==> config.mk <==
export PLATFORM = sky130hd
export DESIGN_NAME = dii_packet_buffer_flat
export DESIGN_NICKNAME = d
export VERILOG_FILES = /design/src/rtl/dii_packet_buffer_if.sv /design/src/rtl/dii_packet_buffer.sv /design/src/flat_wrapper.sv
export SDC_FILE = /design/constraint.sdc
export NUM_CORES = 1
export LEC_CHECK = 0
export CELL_PAD_IN_SITES_DETAIL_PLACEMENT = 1
export CELL_PAD_IN_SITES_GLOBAL_PLACEMENT = 1
export CORE_ASPECT_RATIO = 1.5
export CORE_MARGIN = 10
export CORE_UTILIZATION = 45
export CTS_CLUSTER_DIAMETER = 40
export CTS_CLUSTER_SIZE = 28
export DETAILED_ROUTE_END_ITERATION = 10
export PLACE_DENSITY_LB_ADDON = 0.12
export SYNTH_ARGS = -nofsm -noshare
export SYNTH_HDL_FRONTEND = slang
export SYNTH_SLANG_ARGS = --single-unit
==> constraint.sdc <==
create_clock -name clk -period 3.4 [get_ports clk]
set_input_delay 1.02 -clock clk [delete_from_list [all_inputs] [get_ports clk]]
set_output_delay 1.02 -clock clk [all_outputs]
set_load 0.02 [all_outputs]
==> src/rtl/dii_packet_buffer_if.sv <==
// DII flit channel: a data word, a packet-end marker, and a valid/ready handshake.
// The master drives data/last/valid; the slave answers with ready.
interface dii_channel #(
  parameter int DW = 16
);
  logic [DW-1:0] data;
  logic          last;
  logic          valid;
  logic          ready;

  modport master (output data, last, valid, input ready);
  modport slave  (input data, last, valid, output ready);
endinterface

==> src/rtl/dii_packet_buffer.sv <==
// Flit buffer that optionally holds flits back until a whole packet is stored.
// When FULLPACKET=1, a full buffer with no complete packet drains cut-through so long packets cannot deadlock.
module dii_packet_buffer #(
  parameter int DEPTH      = 16,
  parameter int FULLPACKET = 1
) (
  input  logic                   clk,
  input  logic                   rst_n,
  dii_channel.slave              flit_in,
  dii_channel.master             flit_out,
  output logic [$clog2(DEPTH):0] count,
  output logic [$clog2(DEPTH):0] packet_count
);
  localparam int AW = $clog2(DEPTH);
  localparam int CW = AW + 1;
  localparam logic [CW-1:0] FULL_COUNT = CW'(DEPTH);

  logic [16:0]   r_mem [DEPTH];
  logic [AW-1:0] r_wrPtr;
  logic [AW-1:0] r_rdPtr;
  logic [CW-1:0] r_count;
  logic [CW-1:0] r_pktCount;
  logic          r_active;

  logic          w_full;
  logic          w_empty;
  logic          w_valid;
  logic          w_push;
  logic          w_pop;
  logic          w_pushLast;
  logic          w_popLast;
  logic [16:0]   w_head;

  assign w_full  = (r_count == FULL_COUNT);
  assign w_empty = (r_count == '0);
  assign w_head  = r_mem[r_rdPtr];

  // The full-buffer term releases a packet that cannot fit before its last flit arrives
  assign w_valid = (FULLPACKET != 0) ? (!w_empty && ((r_pktCount != '0) || w_full))
                                     : !w_empty;

  // r_active keeps ready low during reset and until the first clock edge afterwards
  assign flit_in.ready  = r_active && !w_full;
  assign flit_out.valid = w_valid;
  assign flit_out.data  = w_head[15:0];
  assign flit_out.last  = w_head[16];

  assign w_push     = flit_in.valid && flit_in.ready;
  assign w_pop      = w_valid && flit_out.ready;
  assign w_pushLast = w_push && flit_in.last;
  assign w_popLast  = w_pop && w_head[16];

  assign count        = r_count;
  assign packet_count = r_pktCount;

  always_ff @(posedge clk) begin
    if (w_push) begin
      r_mem[r_wrPtr] <= {flit_in.last, flit_in.data};
    end
  end

  always_ff @(posedge clk or negedge rst_n) begin
    if (!rst_n) begin
      r_wrPtr    <= '0;
      r_rdPtr    <= '0;
      r_count    <= '0;
      r_pktCount <= '0;
      r_active   <= 1'b0;
    end else begin
      r_active <= 1'b1;
      if (w_push) begin
        r_wrPtr <= r_wrPtr + AW'(1);
      end
      if (w_pop) begin
        r_rdPtr <= r_rdPtr + AW'(1);
      end
      case ({w_push, w_pop})
        2'b10:   r_count <= r_count + CW'(1);
        2'b01:   r_count <= r_count - CW'(1);
        default: r_count <= r_count;
      endcase
      case ({w_pushLast, w_popLast})
        2'b10:   r_pktCount <= r_pktCount + CW'(1);
        2'b01:   r_pktCount <= r_pktCount - CW'(1);
        default: r_pktCount <= r_pktCount;
      endcase
    end
  end
endmodule
==> src/flat_wrapper.sv <==
// flat-port wrapper written by rule: the top's interface ports become plain ports
module dii_packet_buffer_flat 
#(
  parameter int DEPTH      = 16,
  parameter int FULLPACKET = 1
)
  (clk, rst_n, count, packet_count, flit_in_data, flit_in_last, flit_in_valid, flit_in_ready, flit_out_data, flit_out_last, flit_out_valid, flit_out_ready);
  dii_channel flit_in_i ();
  dii_channel flit_out_i ();
  input  logic clk;
  input  logic rst_n;
  output logic [$clog2(DEPTH):0] count;
  output logic [$clog2(DEPTH):0] packet_count;
  input wire logic [$bits(flit_in_i.data)-1:0] flit_in_data;
  input wire logic [$bits(flit_in_i.last)-1:0] flit_in_last;
  input wire logic [$bits(flit_in_i.valid)-1:0] flit_in_valid;
  output wire logic [$bits(flit_in_i.ready)-1:0] flit_in_ready;
  output wire logic [$bits(flit_out_i.data)-1:0] flit_out_data;
  output wire logic [$bits(flit_out_i.last)-1:0] flit_out_last;
  output wire logic [$bits(flit_out_i.valid)-1:0] flit_out_valid;
  input wire logic [$bits(flit_out_i.ready)-1:0] flit_out_ready;
  assign flit_in_i.data = flit_in_data;
  assign flit_in_i.last = flit_in_last;
  assign flit_in_i.valid = flit_in_valid;
  assign flit_in_ready = flit_in_i.ready;
  assign flit_out_data = flit_out_i.data;
  assign flit_out_last = flit_out_i.last;
  assign flit_out_valid = flit_out_i.valid;
  assign flit_out_i.ready = flit_out_ready;
  dii_packet_buffer #(.DEPTH(DEPTH), .FULLPACKET(FULLPACKET)) u_core (.clk(clk), .rst_n(rst_n), .flit_in(flit_in_i), .flit_out(flit_out_i), .count(count), .packet_count(packet_count));
endmodule
## After elaboration in Yosys (flattened, before gate mapping)

Memory sizes are Yosys's and may differ from the RTL's.
Cells that the tools add are included.

| storage, ports and cells | value |
|---|---|
| bits in registers | 19 |
| memory bits (writable) | 272 |
| output and inout bits | 29 |
| word-level logic and storage cells | 34 |
| memories | 1 |

| operators by class | value |
|---|---|
| $add $sub $neg | 6 |
| equal/unequal tests | 5 |
| mux-type cells | 4 |
| reduce and logical (&&, ||, !) cells | 13 |

Memories:

| name | depth | width | read ports | clocked after Yosys merged registers in | write ports | line | RTL |
|---|---|---|---|---|---|---|---|
| u_core.r_mem | 16 | 17 | 1 | 0 | 1 | dii_packet_buffer.sv:18 | `logic [16:0] r_mem [DEPTH];` |

Operator list:

| operator | number |
|---|---|
| $pmux W5 S2 | 2 |
| $add A5 B1 Y5 const B | 2 |
| $sub A5 B1 Y5 const B | 2 |
| $add A4 B1 Y4 const B | 2 |
| $logic_and A1 B1 Y1 | 6 |
| $eq A5 B5 Y1 const B | 1 |
| $logic_not A5 Y1 | 1 |
| $reduce_bool A5 Y1 | 1 |
| $eq A2 B1 Y1 const B | 2 |
| $eq A2 B2 Y1 const B | 2 |
| $reduce_bool A2 Y1 | 2 |
| $logic_not A1 Y1 | 2 |
| $mux W1 | 2 |
| $logic_or A1 B1 Y1 | 1 |

## Logic depth before layout (Yosys ltp)

| depth | value |
|---|---|
| depth in word-level cells | 7 |
| depth in mapped cells | 12 |

## Worst setup path before layout

Ideal clock, no wire load.

| path | value |
|---|---|
| path kind | input to register |
| from | input port flit_in_valid |
| to | memory u_core.r_mem[3][0] (enable) |
| arrival | 2.897 ns |
| data required time | 2.988 ns |
| slack | 0.090 ns |
| stages on the path | 4 |
| path through | inv_1 a211oi_2 nand2_1 nor3_1 |

| between the ends | value |
|---|---|
| word-level cells in the longest chain between the ends | 3 |

RTL lines:

| what | line | RTL |
|---|---|---|
| start: declaration | flat_wrapper.sv:16 | `input wire logic [$bits(flit_in_i.valid)-1:0] flit_in_valid;` |
| $logic_and A1 B1 Y1 | dii_packet_buffer.sv:48 | `assign w_push = flit_in.valid && flit_in.ready;` |
| $mux W1 | dii_packet_buffer.sv:57 | `if (w_push) begin` |
| $mux W1 (implied by the code) | dii_packet_buffer.sv:58 | `r_mem[r_wrPtr] <= {flit_in.last, flit_in.data};` |
| end: declaration | dii_packet_buffer.sv:18 |  |

Every way passes these cells.

## Final worst setup path

| path | value |
|---|---|
| from | register u_core.r_rdPtr[0] |
| to | output port flit_out_data[13] |

| between the ends | value |
|---|---|
| word-level cells in the longest chain between the ends | 1 |

RTL lines:

| what | line | RTL |
|---|---|---|
| start: declaration | dii_packet_buffer.sv:20 | `logic [AW-1:0] r_rdPtr;` |
| start signal: assignment | dii_packet_buffer.sv:75 | `r_rdPtr <= r_rdPtr + AW'(1);` |
| $mem_v2 Z16 W17 | - |  |
| end: declaration | flat_wrapper.sv:18 | `output wire logic [$bits(flit_out_i.data)-1:0] flit_out_data;` |

Every way passes these cells.

==> flow_metrics.tcl <==
set metrics [dict create \
    min_period_ns 3.38 \
    yosys_warnings 0 \
    synth_edf_count 272 \
    drt-wirelength-per-cell_um 25.9 \
    synth_cells 560 \
    grtUsageTotal_pct 16.6 \
    antenna_left 0 \
    skew_ns 0.0179 \
    coreArea_um2 25100 \
    setup_tns_ns 0 \
    hold_violations 0 \
    rsz0062_at_grt "yes" \
    status "complete, no violations" \
    place_ws_ns -0.0761 \
    port_buffers 49 \
    p_leak_nw 4.73 \
    die_w_um 150 \
    worstSetupEndpointType "output port" \
    ys_ff_latch 291 \
    rows 71 \
    diodes 0 \
    p_per_area_nw_per_um2 856 \
    antenna_found_initial 1 \
    report.final.slew_viol_count 0 \
    syn-num-nets 596 \
    layout_common_cells "edfxtp_1, mux4_2, buf_4" \
    grt_pass1_vias 6603 \
    fin_ws_ns 0.0157 \
    required_ns 2.38 \
    dp_hpwl_mm 16.8 \
    cts.sinks 291 \
    clk_pin_slew_ns 0.07 \
    grt_pass1_wl_mm 40.6 \
    ys_top_cells_by_area "edfxtp_1, mux4_2, dfrtp_1" \
    crit_type "reg2out" \
    synthDistinctLibCells 46 \
    async_reset_ff_share_pct 6.53 \
    synth.top_cell.area_share_pct 71.2 \
    cts_tree "yes" \
    tightest_slew_ns 0.532 \
    finalCritPeriodShare_pct 99.5 \
    avgSynthCellArea_um2 20.5 \
    die_y_um 216 \
    clock-root-buffer "clkbuf_16" \
    setup_viol 0 \
    yosysTopAreaCell "edfxtp_1" \
    worstSetupStartpointType "flip-flop" \
    post-route-drc-count 0 \
    drtIter0Drc 454 \
    grt_overflow 0 \
    critPathMaxFanout 6 \
    first_pass_iters 4 \
    final_nets 722 \
    h-tree-depth 1 \
    final_common_cell "edfxtp_1" \
    ioPinCount 50 \
    wl_mm 26.9 \
    clockBufferDepth 3 \
    slew_headroom_pct 64.4 \
    via_count 5844 \
    insertion_delay_ns 0.56 \
    cts_buffers 30 \
    worstPathArrival_ns 2.36 \
    hold_class "reg2reg" \
    dieArea_um2 32400 \
    drive_above_1_share_pct 36.2 \
    start_util_pct 45.6 \
    yosysSeqAreaShare_pct 75.3 \
    grt_start_max_net_pins 57 \
    peakVddDrop_v 0.000523 \
    drv_cap 0 \
    syn2layout_area_growth_pct 23.0 \
    netlist_area_um2 11500 \
    fmax_mhz 295 \
    cts-hold-fix-buffers 0 \
    routed_via_density 5.63 \
    place_congestion 0.763 \
    synthFlopType "edfxtp_1" \
]
## sequential cells by signal (all words and copies together) (netlist names)
signal / flops
u_core.r_rdPtr: 4
u_core.r_mem: 272
u_core.packet_count: 5
u_core.r_wrPtr: 4
u_core.count: 5
u_core.r_active: 1
## worst max-delay path: stages, from the launching register on
cell	delay [ns]
dfrtp_4	0.52
buf_12	0.17
buf_16	0.14
buf_12	0.12
mux4_2	0.42
a22oi_2	0.18
nand2_1	0.09
buf_2	0.17
## report_power, final
group / switching, mW / internal [mW] / total (mW)
Combinational: 2.29 / 2.18 / 4.46
Sequential: 0.227 / 4.21 / 4.43
Clock: 1.43 / 1.75 / 3.18
Total: 3.95 / 8.13 / 12.1
## area by class of cell
type / count / area [um2]
Clock buffer: 32 / 758
Clock inverter: 24 / 226
Fill cell: 2198 / 11000
Inverter: 12 / 45.0
Multi-Input combinational cell: 228 / 2820
Sequential cell: 291 / 8650
Tap cell: 328 / 410
Timing Repair Buffer: 123 / 1200
## through the flow
stage               instance area, um2  power (mW)  std cells  hold slack [ns]  util, %
floorplan                        11500        6.98        560            0.573        -
global placement                 12800        8.58        967            0.541     51.1
detailed placement               12800        8.71        967            0.575     51.1
CTS                              14000        12.1       1030            0.591     55.6
global route                     14100        12.7       1038            0.608     56.1
finish                           14100        12.1       1038            0.587     56.1
## cell usage after synthesis, types with 2 or more instances
cell type / number
edfxtp_1: 272
mux4_2: 68
a22oi_1: 32
nand2_1: 29
dfrtp_1: 19
clkbuf_1: 14
nor2_1: 14
ha_1: 13
inv_1: 12
xnor2_1: 10
buf_2: 9
o21ai_0: 8
nor3_1: 6
a21oi_1: 5
buf_1: 4
nor2b_1: 4
nand2b_1: 3
nand4_1: 3
o311ai_0: 3
a211oi_1: 2
fa_1: 2
mux2i_1: 2
or3_1: 2
xor2_1: 2
## layer usage
metal | GRT usage, % | wire length, um | share of wire, %
met1 | 20.5 | 10600 | 39
met2 | 29.3 | 14600 | 54
met3 | 2.87 | 1260 | 4.7
met4 | 4.00 | 414 | 1.5
met5 | 0 | 20 | 0.074
## final timing paths
path | startpoint | end | slack [ns] | cells past startpoint
max | u_core.r_rdPtr[0]$_DFFE_PN0P_ | flit_out_data[13] | 0.02 | 7
min | u_core.packet_count[3]$_DFFE_PN0P_ | u_core.packet_count[3]$_DFFE_PN0P_ | 0.59 | 2
max reg2reg | u_core.packet_count[1]$_DFFE_PN0P_ | u_core.count[4]$_DFFE_PN0P_ | 0.26 | 10
min reg2reg | u_core.packet_count[3]$_DFFE_PN0P_ | u_core.packet_count[3]$_DFFE_PN0P_ | 0.59 | 2
max in group asynchronous | rst_n | u_core.r_rdPtr[0]$_DFFE_PN0P_ | 2.03 | 2
min in group asynchronous | rst_n | u_core.r_active$_DFF_PN0_ | 0.81 | 1
## logic make-up after synthesis
kind of cell    Yosys count  share of synthesized area [%]
flops                   291                           75.3
mux                      72                           13.8
simple gates             72                           3.18
compound gates           56                           3.48
buf+inv                  41                           1.54
fa+ha+maj                15                           1.77
xor+xnor                 12                          0.916
other cells               1                         0.0327
## repair_timing
| action | 4_1_cts | 5_1_grt |
|---|---|---|
| setup buffers | 7 | 6 |
| pin swaps | 3 | 5 |
| setup endpoints to repair | 18 | 11 |
| gates resized for setup | 87 | 20 |
| cloned | 0 | 2 |
Note: power is estimated with default switching activity, not from simulation.
